--- config.mk ---
export PLATFORM = sky130hd
export DESIGN_NAME = ps2_host_tx_flat
export DESIGN_NICKNAME = d
export VERILOG_FILES = /design/src/rtl/ps2_host_tx_if.sv /design/src/rtl/ps2_host_tx.sv /design/src/flat_wrapper.sv
export SDC_FILE = /design/constraint.sdc
export NUM_CORES = 1
export LEC_CHECK = 0
export ABC_AREA = 1
export CORE_ASPECT_RATIO = 2
export CORE_MARGIN = 2
export CORE_UTILIZATION = 63
export CTS_BUF_LIST = sky130_fd_sc_hd__clkbuf_8
export DETAILED_ROUTE_END_ITERATION = 16
export GPL_TIMING_DRIVEN = 0
export PLACE_DENSITY_LB_ADDON = 0.05
export SLEW_MARGIN = 10
export SYNTH_ARGS = -nofsm -noshare
export SYNTH_HDL_FRONTEND = slang
export SYNTH_SLANG_ARGS = --single-unit
export TNS_END_PERCENT = 30
--- constraint.sdc ---
create_clock -name clk -period 2 [get_ports clk]
set_input_delay 0.3 -clock clk [delete_from_list [all_inputs] [get_ports clk]]
set_output_delay 0.3 -clock clk [all_outputs]
set_load 0.01 [all_outputs]
--- src/rtl/ps2_host_tx_if.sv ---
// Command handshake and completion status between the pong top and the PS/2 host transmitter.
interface ps2_host_tx_if;
  logic       tx_valid;
  logic [7:0] tx_data;
  logic       tx_ready;
  logic       busy;
  logic       tx_done;
  logic       tx_ack_ok;
  logic       tx_err;

  modport master (
    output tx_valid, tx_data,
    input  tx_ready, busy, tx_done, tx_ack_ok, tx_err
  );

  modport slave (
    input  tx_valid, tx_data,
    output tx_ready, busy, tx_done, tx_ack_ok, tx_err
  );
endinterface

--- src/rtl/ps2_host_tx.sv ---
// PS/2 host-to-device transmitter: inhibit, request-to-send, clock out one command byte
// with odd parity, sample the device ack, and report done/ack/timeout.
module ps2_host_tx #(
  parameter int unsigned INHIBIT_CYCLES = 12000,
  parameter int unsigned TIMEOUT_CYCLES = 2000000,
  parameter int unsigned FILTER_LEN     = 8
) (
  input  logic          clk,
  input  logic          reset,
  ps2_host_tx_if.slave  tx,
  input  logic          ps2_clk_in,
  input  logic          ps2_data_in,
  output logic          ps2_clk_oe,
  output logic          ps2_data_oe
);

  localparam int unsigned INH_W = $clog2(INHIBIT_CYCLES + 1);
  localparam int unsigned TO_W  = $clog2(TIMEOUT_CYCLES + 1);
  localparam int unsigned FLT_W = (FILTER_LEN > 1) ? $clog2(FILTER_LEN) : 1;

  typedef enum logic [2:0] {IDLE, INHIBIT, RTS, SEND, ACK, RELEASE, DONE} state_t;

  state_t             state, state_d;
  logic [3:0]         bit_cnt, bit_d;
  logic [INH_W-1:0]   inh_cnt, inh_d;
  logic [TO_W-1:0]    to_cnt, to_d;
  logic [7:0]         shift_q, shift_d;
  logic               par_q, par_d;
  logic               data_oe_q, doe_d;
  logic               ack_q, ack_d;
  logic               ok_q, ok_d;
  logic               err_q, err_d;

  logic [1:0]         clk_sync, data_sync;
  logic [1:0]         raw, filt;
  logic [FLT_W-1:0]   flt_cnt [2];
  logic               clk_prev;
  logic               fall, timed, timeout;

  // Index 0 is the clock line, index 1 the data line.
  assign raw = {data_sync[1], clk_sync[1]};

  always_ff @(posedge clk) begin
    if (!reset) begin
      clk_sync  <= '1;
      data_sync <= '1;
      filt      <= '1;
      clk_prev  <= 1'b1;
      for (int unsigned i = 0; i < 2; i++) flt_cnt[i] <= '0;
    end else begin
      clk_sync  <= {clk_sync[0], ps2_clk_in};
      data_sync <= {data_sync[0], ps2_data_in};
      clk_prev  <= filt[0];
      for (int unsigned i = 0; i < 2; i++) begin
        if (raw[i] == filt[i]) begin
          flt_cnt[i] <= '0;
        end else if (flt_cnt[i] == FLT_W'(FILTER_LEN - 1)) begin
          filt[i]    <= raw[i];
          flt_cnt[i] <= '0;
        end else begin
          flt_cnt[i] <= flt_cnt[i] + FLT_W'(1);
        end
      end
    end
  end

  assign fall = clk_prev & ~filt[0];

  always_ff @(posedge clk) begin
    if (!reset) begin
      state     <= IDLE;
      bit_cnt   <= '0;
      inh_cnt   <= '0;
      to_cnt    <= '0;
      shift_q   <= '0;
      par_q     <= 1'b0;
      data_oe_q <= 1'b0;
      ack_q     <= 1'b0;
      ok_q      <= 1'b0;
      err_q     <= 1'b0;
    end else begin
      state     <= state_d;
      bit_cnt   <= bit_d;
      inh_cnt   <= inh_d;
      to_cnt    <= to_d;
      shift_q   <= shift_d;
      par_q     <= par_d;
      data_oe_q <= doe_d;
      ack_q     <= ack_d;
      ok_q      <= ok_d;
      err_q     <= err_d;
    end
  end

  always_comb begin
    state_d = state;
    bit_d   = bit_cnt;
    inh_d   = inh_cnt;
    to_d    = to_cnt;
    shift_d = shift_q;
    par_d   = par_q;
    doe_d   = data_oe_q;
    ack_d   = ack_q;
    ok_d    = ok_q;
    err_d   = err_q;

    timed   = (state == SEND) || (state == ACK) || (state == RELEASE);
    timeout = timed && (to_cnt == TO_W'(TIMEOUT_CYCLES - 1));
    if (timed) to_d = (to_cnt == TO_W'(TIMEOUT_CYCLES)) ? to_cnt : to_cnt + TO_W'(1);

    // Timeout wins over a clock fall seen in the same cycle.
    if (timeout) begin
      doe_d   = 1'b0;
      ok_d    = 1'b0;
      err_d   = 1'b1;
      state_d = DONE;
    end else begin
      case (state)
        IDLE: begin
          doe_d = 1'b0;
          if (tx.tx_valid) begin
            shift_d = tx.tx_data;
            par_d   = ~^tx.tx_data;
            inh_d   = '0;
            state_d = INHIBIT;
          end
        end
        INHIBIT: begin
          if (inh_cnt == INH_W'(INHIBIT_CYCLES - 1)) begin
            doe_d   = 1'b1;
            state_d = RTS;
          end else begin
            inh_d = inh_cnt + INH_W'(1);
          end
        end
        RTS: begin
          bit_d   = '0;
          to_d    = '0;
          state_d = SEND;
        end
        SEND: begin
          if (fall) begin
            bit_d = bit_cnt + 4'd1;
            if (bit_d <= 4'd8) begin
              doe_d   = ~shift_q[0];
              shift_d = {1'b0, shift_q[7:1]};
            end else if (bit_d == 4'd9) begin
              doe_d = ~par_q;
            end else begin
              doe_d   = 1'b0;
              state_d = ACK;
            end
          end
        end
        ACK: begin
          if (fall) begin
            bit_d   = (bit_cnt == 4'd11) ? bit_cnt : bit_cnt + 4'd1;
            ack_d   = ~filt[1];
            state_d = RELEASE;
          end
        end
        RELEASE: begin
          if (filt[0] && filt[1]) begin
            ok_d    = ack_q;
            err_d   = 1'b0;
            state_d = DONE;
          end
        end
        DONE:    state_d = IDLE;
        default: state_d = IDLE;
      endcase
    end
  end

  assign ps2_clk_oe   = (state == INHIBIT) || (state == RTS);
  assign ps2_data_oe  = data_oe_q;
  assign tx.tx_ready  = (state == IDLE);
  assign tx.busy      = (state != IDLE);
  assign tx.tx_done   = (state == DONE);
  assign tx.tx_ack_ok = ok_q;
  assign tx.tx_err    = err_q;

endmodule

--- src/flat_wrapper.sv ---
// flat-port wrapper written by rule: the top's interface ports become plain ports
module ps2_host_tx_flat 
#(
  parameter int unsigned INHIBIT_CYCLES = 12000,
  parameter int unsigned TIMEOUT_CYCLES = 2000000,
  parameter int unsigned FILTER_LEN     = 8
)
  (clk, reset, ps2_clk_in, ps2_data_in, ps2_clk_oe, ps2_data_oe, tx_tx_valid, tx_tx_data, tx_tx_ready, tx_busy, tx_tx_done, tx_tx_ack_ok, tx_tx_err);
  ps2_host_tx_if tx_i ();
  input  logic clk;
  input  logic reset;
  input  logic ps2_clk_in;
  input  logic ps2_data_in;
  output logic ps2_clk_oe;
  output logic ps2_data_oe;
  input wire logic [$bits(tx_i.tx_valid)-1:0] tx_tx_valid;
  input wire logic [$bits(tx_i.tx_data)-1:0] tx_tx_data;
  output wire logic [$bits(tx_i.tx_ready)-1:0] tx_tx_ready;
  output wire logic [$bits(tx_i.busy)-1:0] tx_busy;
  output wire logic [$bits(tx_i.tx_done)-1:0] tx_tx_done;
  output wire logic [$bits(tx_i.tx_ack_ok)-1:0] tx_tx_ack_ok;
  output wire logic [$bits(tx_i.tx_err)-1:0] tx_tx_err;
  assign tx_i.tx_valid = tx_tx_valid;
  assign tx_i.tx_data = tx_tx_data;
  assign tx_tx_ready = tx_i.tx_ready;
  assign tx_busy = tx_i.busy;
  assign tx_tx_done = tx_i.tx_done;
  assign tx_tx_ack_ok = tx_i.tx_ack_ok;
  assign tx_tx_err = tx_i.tx_err;
  ps2_host_tx #(.INHIBIT_CYCLES(INHIBIT_CYCLES), .TIMEOUT_CYCLES(TIMEOUT_CYCLES), .FILTER_LEN(FILTER_LEN)) u_core (.clk(clk), .reset(reset), .tx(tx_i), .ps2_clk_in(ps2_clk_in), .ps2_data_in(ps2_data_in), .ps2_clk_oe(ps2_clk_oe), .ps2_data_oe(ps2_data_oe));
endmodule
[Word-level counts from Yosys, hierarchy flattened]
Memories as Yosys holds them, arrays and structs flattened.
Cells that the tools add are included.
Word-level totals
  output and inout port bits: 7
  ROM bits: 0
  register bits after elaboration: 62
  bits in latches: 0
  memories kept: 1
  logic and storage cells: 158
  RAM bits: 6
Memories
  u_core.flt_cnt: words 2, bits a word 3, rd ports 2, clocked after memory_dff 0, write ports 2, line ps2_host_tx.sv:36  | logic [FLT_W-1:0] flt_cnt [2];
Operators by class
  shift-type cells: 0
  multiplexer cells: 61
  magnitude comparators: 1
  div/mod/pow operators: 0
  add/sub/neg operators: 5
  multipliers: 0
  bitwise gates (word level): 15
  eq/ne operators: 32
  reductions and logical operators: 27
Operators by type and width (count)
  $mux 21: 4
  $eq 21x21->1 const B: 2
  $mux 3: 14
  $mux 1: 30
  $mux 14: 2
  $pmux 14 s2: 1
  $mux 8: 3
  $add 21x1->21 const B: 1
  $pmux 3 s6: 1
  $pmux 8 s2: 1
  $eq 3x3->1 const B: 5
  $add 14x1->14 const B: 1
  $eq 14x14->1 const B: 1
  $ne 2x2->1 const B: 7
  $reduce_and 7->1: 2
  $mux 4: 3
  $ne 3x2->1 const B: 4
  $pmux 4 s3: 1
  $reduce_and 5->1: 2
  $ne 3x1->1 const B: 3
  $reduce_and 3->1: 3
  $reduce_bool 3->1: 3
  $eq 4x4->1 const B: 2
  $not 1->1: 8
  18 further kinds: 37

[Longest topological paths before layout]
Gate-level depths: netlist of run 1.
  word-level depth: 7
  depth in mapped cells: 13
  mapped depth without buffers: 12

[Worst setup path after synthesis of run 1]
OpenSTA, ideal clock, no wires.
  path kind: register to register
  start point: register u_core.to_cnt[0]
  end point: register u_core.shift_q[4]
  slack: 255 ps
  period minus slack after synthesis: 1745 ps
  stages on the path, launching flop included: 10
  required time: 1888 ps
  arrival time: 1633 ps
  path buffers: 1
  cell sequence: dfxtp_1 ha_1 nand3_1 nor2_1 nand3_1 nor2_4 nor2_8 buf_12 nor2_2 nor2_2
On the way
  cells in the longest elaborated chain, start to end: 4
Ends and longest elaborated chain
  start, declared: line ps2_host_tx.sv:26  | logic [TO_W-1:0] to_cnt, to_d;
  start signal, assigned: line ps2_host_tx.sv:85  | to_cnt <= to_d;
  $eq 21x21->1: line ps2_host_tx.sv:108  | timeout = timed && (to_cnt == TO_W'(TIMEOUT_CYCLES - 1));
  $logic_and 1x1->1: line ps2_host_tx.sv:108
  $not 1->1 (no source line)
  $reduce_and 5->1 (no source line)
  end signal, assigned: line ps2_host_tx.sv:86  | shift_q <= shift_d;
  end, declared: line ps2_host_tx.sv:27  | logic [7:0] shift_q, shift_d;
Every way passes these cells.
A chain may end at the register's enable or synchronous reset.

[Worst setup path after layout of run 1]
  start point: register u_core.state[0]
  end point: output tx_tx_done
On the way
  cells in the longest elaborated chain, start to end: 1
Ends and longest elaborated chain
  start, declared: line ps2_host_tx.sv:23  | state_t state, state_d;
  start signal, assigned: line ps2_host_tx.sv:82  | state <= state_d;
  $eq 3x3->1: line ps2_host_tx.sv:179  | assign tx.tx_done = (state == DONE);
  end, declared: line flat_wrapper.sv:20  | output wire logic [$bits(tx_i.tx_done)-1:0] tx_tx_done;
Every way passes these cells.

==> results of run 1 <==
==> flip-flops by register name, indices dropped and copies added, names as in the netlist <==
name                 count
u_core.bit_cnt           4
u_core.ps2_data_oe       1
u_core.clk_sync          2
u_core.ack_q             1
u_core.tx.tx_err         1
u_core.par_q             1
u_core.state             3
u_core.to_cnt           21
u_core.data_sync         2
u_core.flt_cnt           6
u_core.filt              2
u_core.inh_cnt          14
u_core.shift_q           8
u_core.clk_prev          1
u_core.tx.tx_ack_ok      1
==> critical path, stage by stage, from the launching register on <==
cell and delay [ps]:
dfxtp_2 370, inv_1 90, nand2_1 80, nor2_1 160, clkdlybuf4s50_1 570
==> area by class of cell <==
class                      count  area share [%]
multi-input combinational    478            52.0
sequential                    68            30.0
inverter                      75            6.27
timing repair buffer          20            4.12
clock buffer                   9            2.60
tap                           88            2.31
buffer                        11            1.94
clock inverter                 7           0.735
==> power by group <==
group	internal (mW)	switching (mW)	total (mW)
clock network	0.431	0.516	0.947
registers	1.57	0.192	1.76
logic	0.780	1.31	2.09
total	2.78	2.01	4.80
==> routing by layer <==
layer	up-vias	routed length (µm)	global-route usage [%]	part of all wire, %
met5	-	0	0	0
met4	0	655	24.7	6.2
met3	54	379	5.93	3.6
met2	122	5970	56.9	57
met1	1802	3490	28.3	33
li1	2048	-	-	-
==> cells in the final DEF (no fill, tap or decap), drive strengths merged, types with 11 or more instances in the layout <==
master,count
inv,75
nor3,19
o21ai,14
a21oi,45
nand2,205
dfxtp,62
clkdlybuf4s50,18
xor2,11
nor2,92
nand4,14
clkbuf,13
nand3,37
==> repair_timing <==
| item | in CTS | in global routing |
|---|---|---|
| pin swaps | 1 | 0 |
| gates resized for setup | 11 | 10 |
| setup buffers | 1 | 0 |
| setup endpoints to repair | 24 | 21 |
==> worst max-delay path by stage <==
stage | from | end | cells past startpoint | slack (ps)
global placement | u_core.to_cnt[0] | u_core.shift_q[5] | 10 | -150
detailed placement | u_core.to_cnt[0] | u_core.shift_q[5] | 10 | -210
floorplan | u_core.to_cnt[0] | u_core.shift_q[4] | 9 | 250
CTS | u_core.to_cnt[0] | u_core.shift_q[5] | 10 | 10
finish | u_core.state[0] | tx_tx_done | 4 | 70
global route | u_core.to_cnt[0] | u_core.shift_q[6] | 10 | -30
==> logic make-up (layout without fill, tap and decap cells) <==
group           Yosys count  after routing  synth area share (%)
simple gates            376            376                  41.4
fa+ha+maj                10             10                  2.96
flops                    68             68                  33.6
buf+inv                  86            122                  9.18
compound gates           67             67                  8.82
other cells               1              6                0.0888
xor+xnor                 19             19                  3.94
==> metrics by stage <==
step           hold WS [ps]  TNS [ps]  setup WS [ps]  util [%]  power (mW)
3_5_place_dp            402     -1880           -213      69.2        3.79
4_1_cts                 419         0           14.7      72.1        4.78
2_1_floorplan           393         0            255         -        3.28
3_3_place_gp            396     -1030           -151      69.2        3.74
6_report                419         0           74.9      72.6        4.80
5_1_grt                 442     -84.2          -27.5      72.6        5.13
==> flow_metrics.py, run 1 <==
metrics = {
    "final_layout": {
        "stdcell_area_um2": 4770,
        "diodes": 0,
        "seq_area_um2": 1430,
        "drive_above_1_share_pct": 13.0,
        "layoutNonFillerInstCount": 756,
        "syn2layout_area_growth_pct": 12.8,
        "final_nets": 686,
        "multi_input_area_um2": 2480,
        "num-fill-cells": 579,
    },
    "sta": {
        "rsz0062_at_grt": "yes",
        "max_freq_mhz": 519,
        "worst_slew_pin_slew_ps": 527,
        "setup_viol": 0,
        "period_share_pct": 96.3,
        "hold_viol_final": 0,
        "relSlewSlack_pct": 64.9,
        "period_needed_ps": 1930,
        "drv_slew": 0,
        "finalClockSkew_ps": 6.83,
    },
    "worst_hold_path": {
        "min_from": "u_core.data_sync[0]",
        "hp-class": "register to register",
        "hold_end": "u_core.data_sync[1]",
        "hold_depth": 1,
    },
    "drt": {
        "drt-total-wl_um": 10500,
        "dr.pass1.iters": 5,
        "routedWlPerCell_um": 13.9,
        "drt_iter0_drc": 297,
        "drc_errors": 0,
        "routed_via_density": 5.33,
        "route.vias.total": 4026,
        "ant_nets": 0,
    },
    "clocking": {
        "path_clk_slew_ps": 70,
        "cts_made_buffers": 9,
        "cts_max_level": 3,
        "cts_tree": "done",
        "clock_sinks": 68,
        "worstSkewPairLatency_ps": 360,
        "clockRootBuffer": "clkbuf_8",
        "clock_path_buffers": 2,
        "hold_buffers": 0,
    },
    "die": {
        "io_pins": 20,
        "num_rows": 42,
        "die_x_um": 61.9,
        "die_h_um": 120,
        "initial_core_util_pct": 64.3,
        "design.die.area_um2": 7420,
        "core-area_um2": 6570,
    },
    "setup_path": {
        "arrival_ps": 1630,
        "critPathRequiredTime_ps": 1700,
        "path_class": "register to primary output",
        "start_kind": "register",
        "regToRegEndpoint": "u_core.inh_cnt[10]",
        "crit_path_end_kind": "primary output",
        "rrSetupSlack_ps": 120,
        "cp_max_fo": 6,
        "r2r_cells": 12,
        "reg2reg_from": "u_core.inh_cnt[1]",
    },
    "synthesis": {
        "synth_area_um2": 4230,
        "synthFlopType": "dfxtp_1",
        "synth_top_area_share_pct": 29.4,
        "avgSynthCellArea_um2": 6.74,
        "ys_seq_area_share_pct": 33.6,
        "yosys-top-cells-area": "dfxtp_1, nand2_1, nor2_1",
        "yosys.area.top_type": "dfxtp_1",
        "yosysMostFrequentCell": "nand2_1",
        "synth.distinct_cells": 41,
        "postSynthCellCount": 627,
        "synth-async-reset-ratio_pct": 0,
        "synth_commonest_cells": "nand2_1, nor2_1, inv_1",
        "synth_edf_count": 6,
        "ys_ff_latch": 68,
        "yosysWarnings": 0,
    },
    "flow_run": {
        "drv_cap": 0,
    },
    "placement": {
        "dp.cells": 739,
        "place_area_um2": 4540,
        "port-buffer-count": 19,
        "place.gp.congestion": 0.896,
        "dpl.hpwl_um": 8130,
    },
    "pwr": {
        "power_leakage_nw": 1.94,
        "p_per_area_nw_per_um2": 1010,
        "ir_drop_uv": 575,
    },
    "grt": {
        "grt_pass1_vias": 4128,
        "grt_max_degree": 12,
        "antenna_found_initial": 0,
        "grt_overflow": 0,
        "grt_pass1_wl_um": 17400,
        "grtUsageTotal_pct": 31.8,
    },
    "outcome": {
        "outcome": "complete, no violations",
    },
}
No activity file was read; power rests on OpenSTA's default activity.
==> run 2, diff against run 1 <==
Settings changed: ABC_AREA 1 to default, CORE_UTILIZATION 63 to 62, GPL_ROUTABILITY_DRIVEN from default to 0.
==> run 2 against run 1 <==
Net effect: the flow now finishes with violations (setup timing); first-iteration DRC count down 41%; final cell count down 34%; non-clock buffer count up 15; core utilization up 3.9 points; clock power up 5.2%; critical path depth up 2; cell area down 10%; highest routed layer unchanged; clock skew up 1.9 ps; total power down 17%; die area down 14%; count of clock-buffer cells in the layout up 2; maximum frequency down 5.7%.
==> flow_metrics.py, run 2 <==
metrics = {
    "outcome": {
        "outcome": "finished with violations",
        "failed_checks": "setup timing",
    },
    "grt": {
        "grt_overflow": 0,
        "grt_pass1_wl_um": 14000,
        "grt_pass1_vias": 3094,
        "antenna_found_initial": 0,
        "grt_max_degree": 12,
        "grtUsageTotal_pct": 27.7,
    },
    "pwr": {
        "power_leakage_nw": 1.61,
        "ir_drop_uv": 1030,
        "p_per_area_nw_per_um2": 931,
    },
    "sta": {
        "setup_viol": 2,
        "relSlewSlack_pct": 63.5,
        "max_freq_mhz": 490,
        "worst_slew_pin_slew_ps": 547,
        "rsz0062_at_grt": "yes",
        "tns_ps": -41.3,
        "setup_ws_ps": -41.0,
        "period_share_pct": 102,
        "drv_slew": 0,
        "finalClockSkew_ps": 8.72,
        "period_needed_ps": 2040,
        "hold_viol_final": 0,
    },
    "worst_hold_path": {
        "min_from": "u_core.data_sync[0]",
        "hp-class": "register to register",
        "hold_depth": 1,
        "hold_end": "u_core.data_sync[1]",
    },
    "drt": {
        "ant_nets": 0,
        "routed_via_density": 6.30,
        "drc_errors": 0,
        "dr.pass1.iters": 4,
        "routedWlPerCell_um": 16.9,
        "drt_iter0_drc": 175,
        "drt-total-wl_um": 8430,
        "route.vias.total": 3151,
    },
    "setup_path": {
        "crit_slowest_cell": "or3_4",
        "start_kind": "register",
        "regToRegEndpoint": "u_core.shift_q[1]",
        "slowest_delay_ps": 410,
        "critPathRequiredTime_ps": 2230,
        "r2r_cells": 6,
        "crit_buf_inv": 2,
        "crit_chain": "or3_4 > nor4_4 > buf_4 > nand3_4 > clkbuf_4 > a311oi_1",
        "crit_family": "simple AND/OR/NAND/NOR gates",
        "crit_path_end_kind": "register",
        "rrSetupSlack_ps": -40,
        "cp.depth": 6,
        "path_class": "register to register",
        "cp_max_fo": 10,
        "reg2reg_from": "u_core.to_cnt[9]",
        "arrival_ps": 2270,
    },
    "clocking": {
        "worstSkewPairLatency_ps": 350,
        "clock_sinks": 68,
        "cts_tree": "done",
        "cts_max_level": 3,
        "cts_made_buffers": 9,
        "clockRootBuffer": "clkbuf_8",
        "clock_path_buffers": 2,
        "path_clk_slew_ps": 70,
    },
    "final_layout": {
        "drive_above_1_share_pct": 20.3,
        "final_common_cell": "dfxtp_1",
        "fin_util_pct": 76.5,
        "num-fill-cells": 402,
        "layout_common_cells": "dfxtp_1, nor2_1, a21oi_1",
        "largest_register": "u_core.to_cnt",
        "largest_reg_flops": 21,
        "final_nets": 457,
        "reg_top3": "u_core.to_cnt x21, u_core.inh_cnt x14, u_core.shift_q x8",
        "diodes": 0,
        "syn2layout_area_growth_pct": 21.3,
    },
    "synthesis": {
        "synth_top_area_share_pct": 35.1,
        "postSynthCellCount": 391,
        "yosys-top-cells-area": "dfxtp_1, edfxtp_1, xnor2_1",
        "synth_area_um2": 3540,
        "yosysWarnings": 0,
        "avgSynthCellArea_um2": 9.04,
        "synth-async-reset-ratio_pct": 0,
        "synthFlopType": "dfxtp_1",
        "ys_seq_area_share_pct": 40.2,
        "yosysMostFrequentCell": "dfxtp_1",
        "synth.distinct_cells": 65,
        "synth_commonest_cells": "dfxtp_1, nor2_1, a21oi_1",
        "synth_edf_count": 6,
        "yosys.area.top_type": "dfxtp_1",
        "ys_ff_latch": 68,
    },
    "die": {
        "design.die.area_um2": 6360,
        "io_pins": 20,
        "num_rows": 39,
        "initial_core_util_pct": 63.0,
        "die_h_um": 111,
        "core-area_um2": 5610,
        "die_x_um": 57.4,
    },
    "flow_run": {
        "drv_cap": 0,
    },
    "placement": {
        "pre_cts_ws_ps": -397,
        "dpl.hpwl_um": 5480,
        "port-buffer-count": 19,
    },
}
-- run 2: stage by stage --
stage	cell area (µm²)	total power [mW]	hold WS, ps	cells
finish	4290	4.00	414	500
global route	4290	4.23	432	500
CTS	4100	3.87	418	493
detailed placement	3820	2.82	402	476
global placement	3820	2.78	394	476
floorplan	3550	2.45	386	396
-- run 2: kinds of logic after synthesis --
family | share of synthesized area [%]
adder cells (fa/ha/maj) | 3.54
AND/OR/NAND/NOR | 24.1
AO/OA/AOI/OAI | 16.9
multiplexers | 4.03
buffers and inverters | 3.89
other | 0.106
flip-flops | 40.2
XOR/XNOR | 7.18
-- run 2: timing repair --
action	in CTS	in global routing
endpoints found under the setup margin	36	48
hold buffers	0	0
pin swaps	5	13
gates resized for setup	23	47
buffers inserted	2	8
hold endpoints to repair	0	0
-- run 2: worst max-delay path by stage --
stage	from	to	slack (ps)
after global routing	u_core.to_cnt[9]	u_core.bit_cnt[2]	-80
after global placement	u_core.to_cnt[1]	u_core.ps2_data_oe	-340
after CTS	u_core.state[1]	tx_tx_ready	-60
after detailed placement	u_core.to_cnt[1]	u_core.shift_q[1]	-400
final	u_core.to_cnt[9]	u_core.shift_q[1]	-40
after floorplan	u_core.inh_cnt[0]	u_core.inh_cnt[13]	70
-- run 2: per-layer routing --
layer | vias to the layer above | routed length [µm] | GRT usage (%)
li1 | 1522 | - | -
met1 | 1519 | 3470 | 34.2
met2 | 89 | 4410 | 44.2
met3 | 21 | 317 | 5.02
met4 | 0 | 233 | 15.2
met5 | - | 0 | 0
-- run 2: area by class of cell --
cell class / count / area [µm²] / share of cell area, %
multi-input cells: 296 / 2180 / 50.7
well taps: 61 / 76.3 / 1.78
inverters: 13 / 53.8 / 1.25
clock buffers: 11 / 151 / 3.53
flip-flops and latches: 68 / 1450 / 33.7
repair buffers: 29 / 269 / 6.27
plain buffers: 17 / 96.3 / 2.25
clock inverters: 5 / 21.3 / 0.496
-- run 2: report_power, final --
part	leakage (nW)	switching [mW]	total [mW]	internal, mW
clock	0.103	0.497	0.996	0.500
combinational	0.934	0.815	1.41	0.592
sequential	0.573	0.0950	1.59	1.50
